**src/rtl/rv32_regfile.sv**
```systemverilog
// Architectural register file (x0 hardwired zero) with a per-register pending-write scoreboard.
// Optional write-through forwarding is enabled by defining RV32_REGFILE_BYPASS_EN.
module rv32_regfile #(
  parameter int NUM_REGS = 32,
  parameter int PEND_W   = 2
) (
  input  logic        clk_i,
  input  logic        rst_i,
  input  logic [31:0] wb_data_i,
  input  logic [4:0]  wb_addr_i,
  input  logic        wb_en_i,
  input  logic [4:0]  rs1_addr_i,
  input  logic [4:0]  rs2_addr_i,
  output logic [31:0] rs1_data_o,
  output logic [31:0] rs2_data_o,
  input  logic        issue_en_i,
  input  logic [4:0]  issue_rd_i,
  input  logic        flush_i,
  output logic        rs1_busy_o,
  output logic        rs2_busy_o,
  output logic        issue_full_o,
  output logic        pend_err_o
);

  localparam logic [5:0]        NUM_REGS_W = 6'(NUM_REGS);
  localparam logic [PEND_W-1:0] CNT_MAX    = {PEND_W{1'b1}};
  localparam logic [PEND_W-1:0] CNT_ONE    = PEND_W'(1);
  localparam logic [PEND_W-1:0] CNT_ZERO   = {PEND_W{1'b0}};

  logic [31:0]       regs_q [1:NUM_REGS-1];
  logic [PEND_W-1:0] cnt_q  [1:NUM_REGS-1];
  logic [PEND_W-1:0] cnt_d  [1:NUM_REGS-1];
  logic              err_q;
  logic              err_d;

  logic [31:0]       rs1_raw_s;
  logic [31:0]       rs2_raw_s;
  logic [PEND_W-1:0] rs1_cnt_s;
  logic [PEND_W-1:0] rs2_cnt_s;
  logic [PEND_W-1:0] ird_cnt_s;
  logic [PEND_W-1:0] wb_cnt_s;
  logic              inc_s;
  logic              dec_s;
  logic              rs1_fwd_s;
  logic              rs2_fwd_s;

  // True for a stored register (x0 and out-of-range addresses are not stored).
  function automatic logic addr_ok(input logic [4:0] a);
    return (a != 5'd0) && ({1'b0, a} < NUM_REGS_W);
  endfunction

  // Storage and counter lookups for each address consumer.
  always_comb begin
    rs1_raw_s = 32'd0;
    rs2_raw_s = 32'd0;
    rs1_cnt_s = CNT_ZERO;
    rs2_cnt_s = CNT_ZERO;
    ird_cnt_s = CNT_ZERO;
    wb_cnt_s  = CNT_ZERO;
    if (addr_ok(rs1_addr_i)) begin
      rs1_raw_s = regs_q[rs1_addr_i];
      rs1_cnt_s = cnt_q[rs1_addr_i];
    end else begin
      rs1_raw_s = 32'd0;
      rs1_cnt_s = CNT_ZERO;
    end
    if (addr_ok(rs2_addr_i)) begin
      rs2_raw_s = regs_q[rs2_addr_i];
      rs2_cnt_s = cnt_q[rs2_addr_i];
    end else begin
      rs2_raw_s = 32'd0;
      rs2_cnt_s = CNT_ZERO;
    end
    if (addr_ok(issue_rd_i)) begin
      ird_cnt_s = cnt_q[issue_rd_i];
    end else begin
      ird_cnt_s = CNT_ZERO;
    end
    if (addr_ok(wb_addr_i)) begin
      wb_cnt_s = cnt_q[wb_addr_i];
    end else begin
      wb_cnt_s = CNT_ZERO;
    end
  end

  assign issue_full_o = addr_ok(issue_rd_i) && (ird_cnt_s == CNT_MAX);
  assign inc_s        = issue_en_i && addr_ok(issue_rd_i) && !issue_full_o;
  assign dec_s        = wb_en_i && addr_ok(wb_addr_i);

`ifdef RV32_REGFILE_BYPASS_EN
  assign rs1_fwd_s = dec_s && (wb_addr_i == rs1_addr_i);
  assign rs2_fwd_s = dec_s && (wb_addr_i == rs2_addr_i);
`else
  assign rs1_fwd_s = 1'b0;
  assign rs2_fwd_s = 1'b0;
`endif

  assign rs1_data_o = rs1_fwd_s ? wb_data_i : rs1_raw_s;
  assign rs2_data_o = rs2_fwd_s ? wb_data_i : rs2_raw_s;
  // A landing write that retires the last outstanding count makes the operand ready now.
  assign rs1_busy_o = (rs1_cnt_s != CNT_ZERO) && !(rs1_fwd_s && (rs1_cnt_s == CNT_ONE));
  assign rs2_busy_o = (rs2_cnt_s != CNT_ZERO) && !(rs2_fwd_s && (rs2_cnt_s == CNT_ONE));
  assign pend_err_o = err_q;

  // Scoreboard next state: flush clears, coincident inc/dec cancel, dec at zero flags an error.
  always_comb begin
    cnt_d = cnt_q;
    err_d = err_q;
    for (int i = 1; i < NUM_REGS; i++) begin
      if (flush_i) begin
        cnt_d[i] = CNT_ZERO;
      end else begin
        case ({inc_s && (issue_rd_i == 5'(i)), dec_s && (wb_addr_i == 5'(i))})
          2'b10:   cnt_d[i] = cnt_q[i] + CNT_ONE;
          2'b01:   cnt_d[i] = (cnt_q[i] != CNT_ZERO) ? (cnt_q[i] - CNT_ONE) : CNT_ZERO;
          default: cnt_d[i] = cnt_q[i];
        endcase
      end
    end
    if (dec_s && (wb_cnt_s == CNT_ZERO)) begin
      err_d = 1'b1;
    end else begin
      err_d = err_q;
    end
  end

  // Register file, counters and sticky error flag; reset has priority over everything.
  always_ff @(posedge clk_i) begin
    if (rst_i) begin
      for (int i = 1; i < NUM_REGS; i++) begin
        regs_q[i] <= 32'd0;
        cnt_q[i]  <= CNT_ZERO;
      end
      err_q <= 1'b0;
    end else begin
      for (int i = 1; i < NUM_REGS; i++) begin
        if (dec_s && (wb_addr_i == 5'(i))) begin
          regs_q[i] <= wb_data_i;
        end
        cnt_q[i] <= cnt_d[i];
      end
      err_q <= err_d;
    end
  end

endmodule

```
**config.mk**
```make
export PLATFORM = sky130hd
export DESIGN_NAME = rv32_regfile
export DESIGN_NICKNAME = d
export VERILOG_FILES = /design/src/rtl/rv32_regfile.sv
export SDC_FILE = /design/constraint.sdc
export NUM_CORES = 2
export LEC_CHECK = 0
export BUFFER_PORTS_ARGS = -buffer_cell sky130_fd_sc_hd__buf_2
export CAP_MARGIN = 40
export CORE_UTILIZATION = 47
export CTS_BUF_LIST = sky130_fd_sc_hd__clkbuf_8
export DETAILED_ROUTE_END_ITERATION = 16
export PLACE_DENSITY_LB_ADDON = 0.08
export SYNTH_ARGS = -nofsm -noshare
export SYNTH_HDL_FRONTEND = slang
export SYNTH_SLANG_ARGS = --single-unit
```
**constraint.sdc**
```tcl
create_clock -name clk_i -period 3.21 [get_ports clk_i]
set_input_delay 0.642 -clock clk_i [delete_from_list [all_inputs] [get_ports clk_i]]
set_output_delay 0.642 -clock clk_i [all_outputs]
set_load 0.01 [all_outputs]
```
==> impl_metrics.csv <==
group,metric,value,unit
run_status,outcome,"finished, violations left",
run_status,violations,"setup timing",
timing,rsz0062_at_grt,"true",
clock_tree,cts_sinks,1055,
timing,setup_viol,65,
timing,slew_viol_final,0,
clock_tree,root_buffer,"clkbuf_8",
place,place_area,0.0641,mm2
timing,period_needed,3.51,ns
place,gp_congestion,0.863,
global_route,antenna_found_initial,12,
worst_hold_path,hold_class,"input port to flip-flop",
routing,drc,0,
synthesis,syn_nets,4286,
routing,drt_iter0_markers,4830,
timing,fin_ws,-0.299,ns
routing,drt_wl_total,198000,um
routing,dr.pass1.iters,5,
clock_tree,postCtsHoldBufs,0,
synthesis,synth_edf_count,992,
global_route,gr-total-overflow,0,
die,initial_core_util,0.473,
clock_tree,cts_buffers,183,
cells_and_area,drive_gt1_frac,0.317,
power_and_ir_drop,seq_power_share,0.495,
clock_tree,tritoncts,"built",
timing,max_clock_freq,285,MHz
power_and_ir_drop,p_sw,8690,uW
timing,slew_headroom,0.546,
global_route,first_global_vias,37800,
routing,drt-wirelength-per-cell,31.9,um
die,die_height,355,um
die,die_area,0.126,mm2
timing,tightest_slew,0.676,ns
routing,antenna_left,0,
clock_tree,clk_latency,0.90,ns
synthesis,avgSynthCellArea,14.1,um2
critical_path,critPathMaxFanout,2,
power_and_ir_drop,p_leak,0.0246,uW
clock_tree,clk_pin_slew,0.06,ns
die,num_io_pins,125,
synthesis,ys_seq_area_frac,0.531,
die,row_count,129,
cells_and_area,post-route-cell-area,0.0682,mm2
synthesis,synth_warnings,0,
power_and_ir_drop,intPower,23800,uW
synthesis,synth.cell_area,0.0585,mm2
critical_path,crit_path_max_incr_delay,0.60,ns
timing,min_period_over_period,1.09,
routing,avgViaCountPerCell,6.23,
global_route,grt_max_degree,63,
critical_path,criticalPathCategory,"flip-flop to primary output",
power_and_ir_drop,powerDensity,477,mW/mm2
cells_and_area,final_cell_mix,"997 x and2_1, 992 x edfxtp_1, 529 x mux4_2",
critical_path,cp_cell_sequence,"mux4_4, mux4_2, a21o_1, buf_6",
critical_path,cp.arrival,2.87,ns
power_and_ir_drop,max-vdd-ir-drop,0.000426,V
die,core_area,0.124,mm2
critical_path,worstSetupStartpointType,"flip-flop",
synthesis,ys.flop_type,"edfxtp_1",
power_and_ir_drop,sw_frac_of_total,0.267,
cells_and_area,nNetsFinal,4558,
cells_and_area,layout_commonest_cell,"and2_1",
routing,routed-via-count,38600,
power_and_ir_drop,clkPwrFrac,0.362,
synthesis,async_flop_share,0,
clock_tree,clk_path_buf_depth,3,
synthesis,synth.distinct_cells,49,
place,post-dp-hpwl,118000,um
critical_path,endpoint_kind,"primary output",
global_route,grt_pass1_wl,277000,um
job,max_cap_violations,0,
critical_path,cp_slowest_cell,"mux4_4",
timing,finalClockSkew,0.0221,ns
synthesis,ys_seq_elements,1055,
die,die_w,355,um
power_and_ir_drop,p_comb_frac,0.142,
timing,hold_violations,0,
clock_tree,htreeDepth,4,
global_route,track_usage,0.314,
synthesis,synth_cells,4136,
cells_and_area,syn_to_final_growth,16.6,%
cells_and_area,fillers,10000,
timing,hold_slack,0.289,ns
critical_path,critPathRequiredTime,2.57,ns
place,port_buffers,124,
[layer usage]
metal | share of wire | GRT usage | routed length [um]
met1 | 0.42 | 0.447 | 82300
met2 | 0.45 | 0.479 | 89800
met3 | 0.099 | 0.0733 | 19600
met4 | 0.031 | 0.0991 | 6040
met5 | 0 | 0 | 0
[cell usage after synthesis (30+ instances only)]
cell type	instances	area, um2
dfxtp_1	63	1260
edfxtp_1	992	29800
and2_1	997	6240
clkbuf_1	297	1110
o22ai_1	64	400
nand3_1	30	150
mux4_2	529	11900
a21o_1	63	473
a21oi_1	132	661
a211oi_1	128	961
buf_2	58	290
mux2i_1	132	1320
ha_1	93	1160
nor2_1	259	972
inv_1	48	180
nand2_1	52	195
nor3_1	34	170
[cell type report]
type	instances	area [um2]	area share
diodes	9	22.5	0.000330
clock buffers	190	2620	0.0384
clock inverters	147	787	0.0115
inverters	49	184	0.00270
multi-input cells	2623	26000	0.381
flip-flops and latches	1055	31200	0.458
well taps	1637	2050	0.0300
repair buffers	496	5330	0.0782
[sequential cells by signal (all words and copies together), names as in the netlist]
signal	count
cnt_q	62
pend_err_o	1
regs_q	992
[power by group through the flow]
stage	Clock (uW)	Sequential (uW)	Combinational (uW)
after floorplan	0	16300	2600
after global routing	12500	16200	4800
final	11800	16100	4630
after CTS	12000	16100	4580
after detailed placement	0	16400	4510
after global placement	0	16400	4500
[worst max-delay path: cells and delay by family, from the launching register on]
kind,cells,cell delay [ns]
buffers and inverters,1,0.13
AO/OA/AOI/OAI,1,0.23
multiplexers,2,1.19
flip-flops,1,0.40
[final timing paths]
path	end	start	slack [ns]	cells after the start
max	rs2_data_o[0]	regs_q[26][0]	-0.30	4
min reg2reg	cnt_q[30]	cnt_q[30]	0.52	2
min	pend_err_o	wb_addr_i[3]	0.29	3
max reg2reg	cnt_q[41]	cnt_q[33]	0.64	13
[per-stage QoR]
stage	TNS, ns	worst slack [ns]	std cells	total power (uW)	util
6_report	-7.42	-0.299	6206	32500	0.551
5_1_grt	-11.70	-0.369	6199	33500	0.551
4_1_cts	-11.75	-0.352	6186	32700	0.549
3_3_place_gp	-2.81	-0.411	5837	20900	0.518
2_1_floorplan	0	0.174	4136	18900	-
3_5_place_dp	-2.39	-0.362	5838	20900	0.518
[logic make-up (layout without fill, tap and decap cells)]
group	count (synthesis)	count (layout)	share of synthesized area
AND/OR/NAND/NOR	1434	1434	0.139
flip-flops	1055	1055	0.531
multiplexers	670	670	0.229
buffers and inverters	458	882	0.0335
AO/OA/AOI/OAI	426	426	0.0474
adder cells (fa/ha/maj)	93	93	0.0199
other	0	9	0
[timing repair]
action,in CTS,in global routing
pin swaps,65,13
endpoints found under the hold margin,0,0
gates resized for setup,114,53
endpoints found under the setup margin,67,67
buffers inserted,14,12
Note: power is estimated with default switching activity, not from simulation.
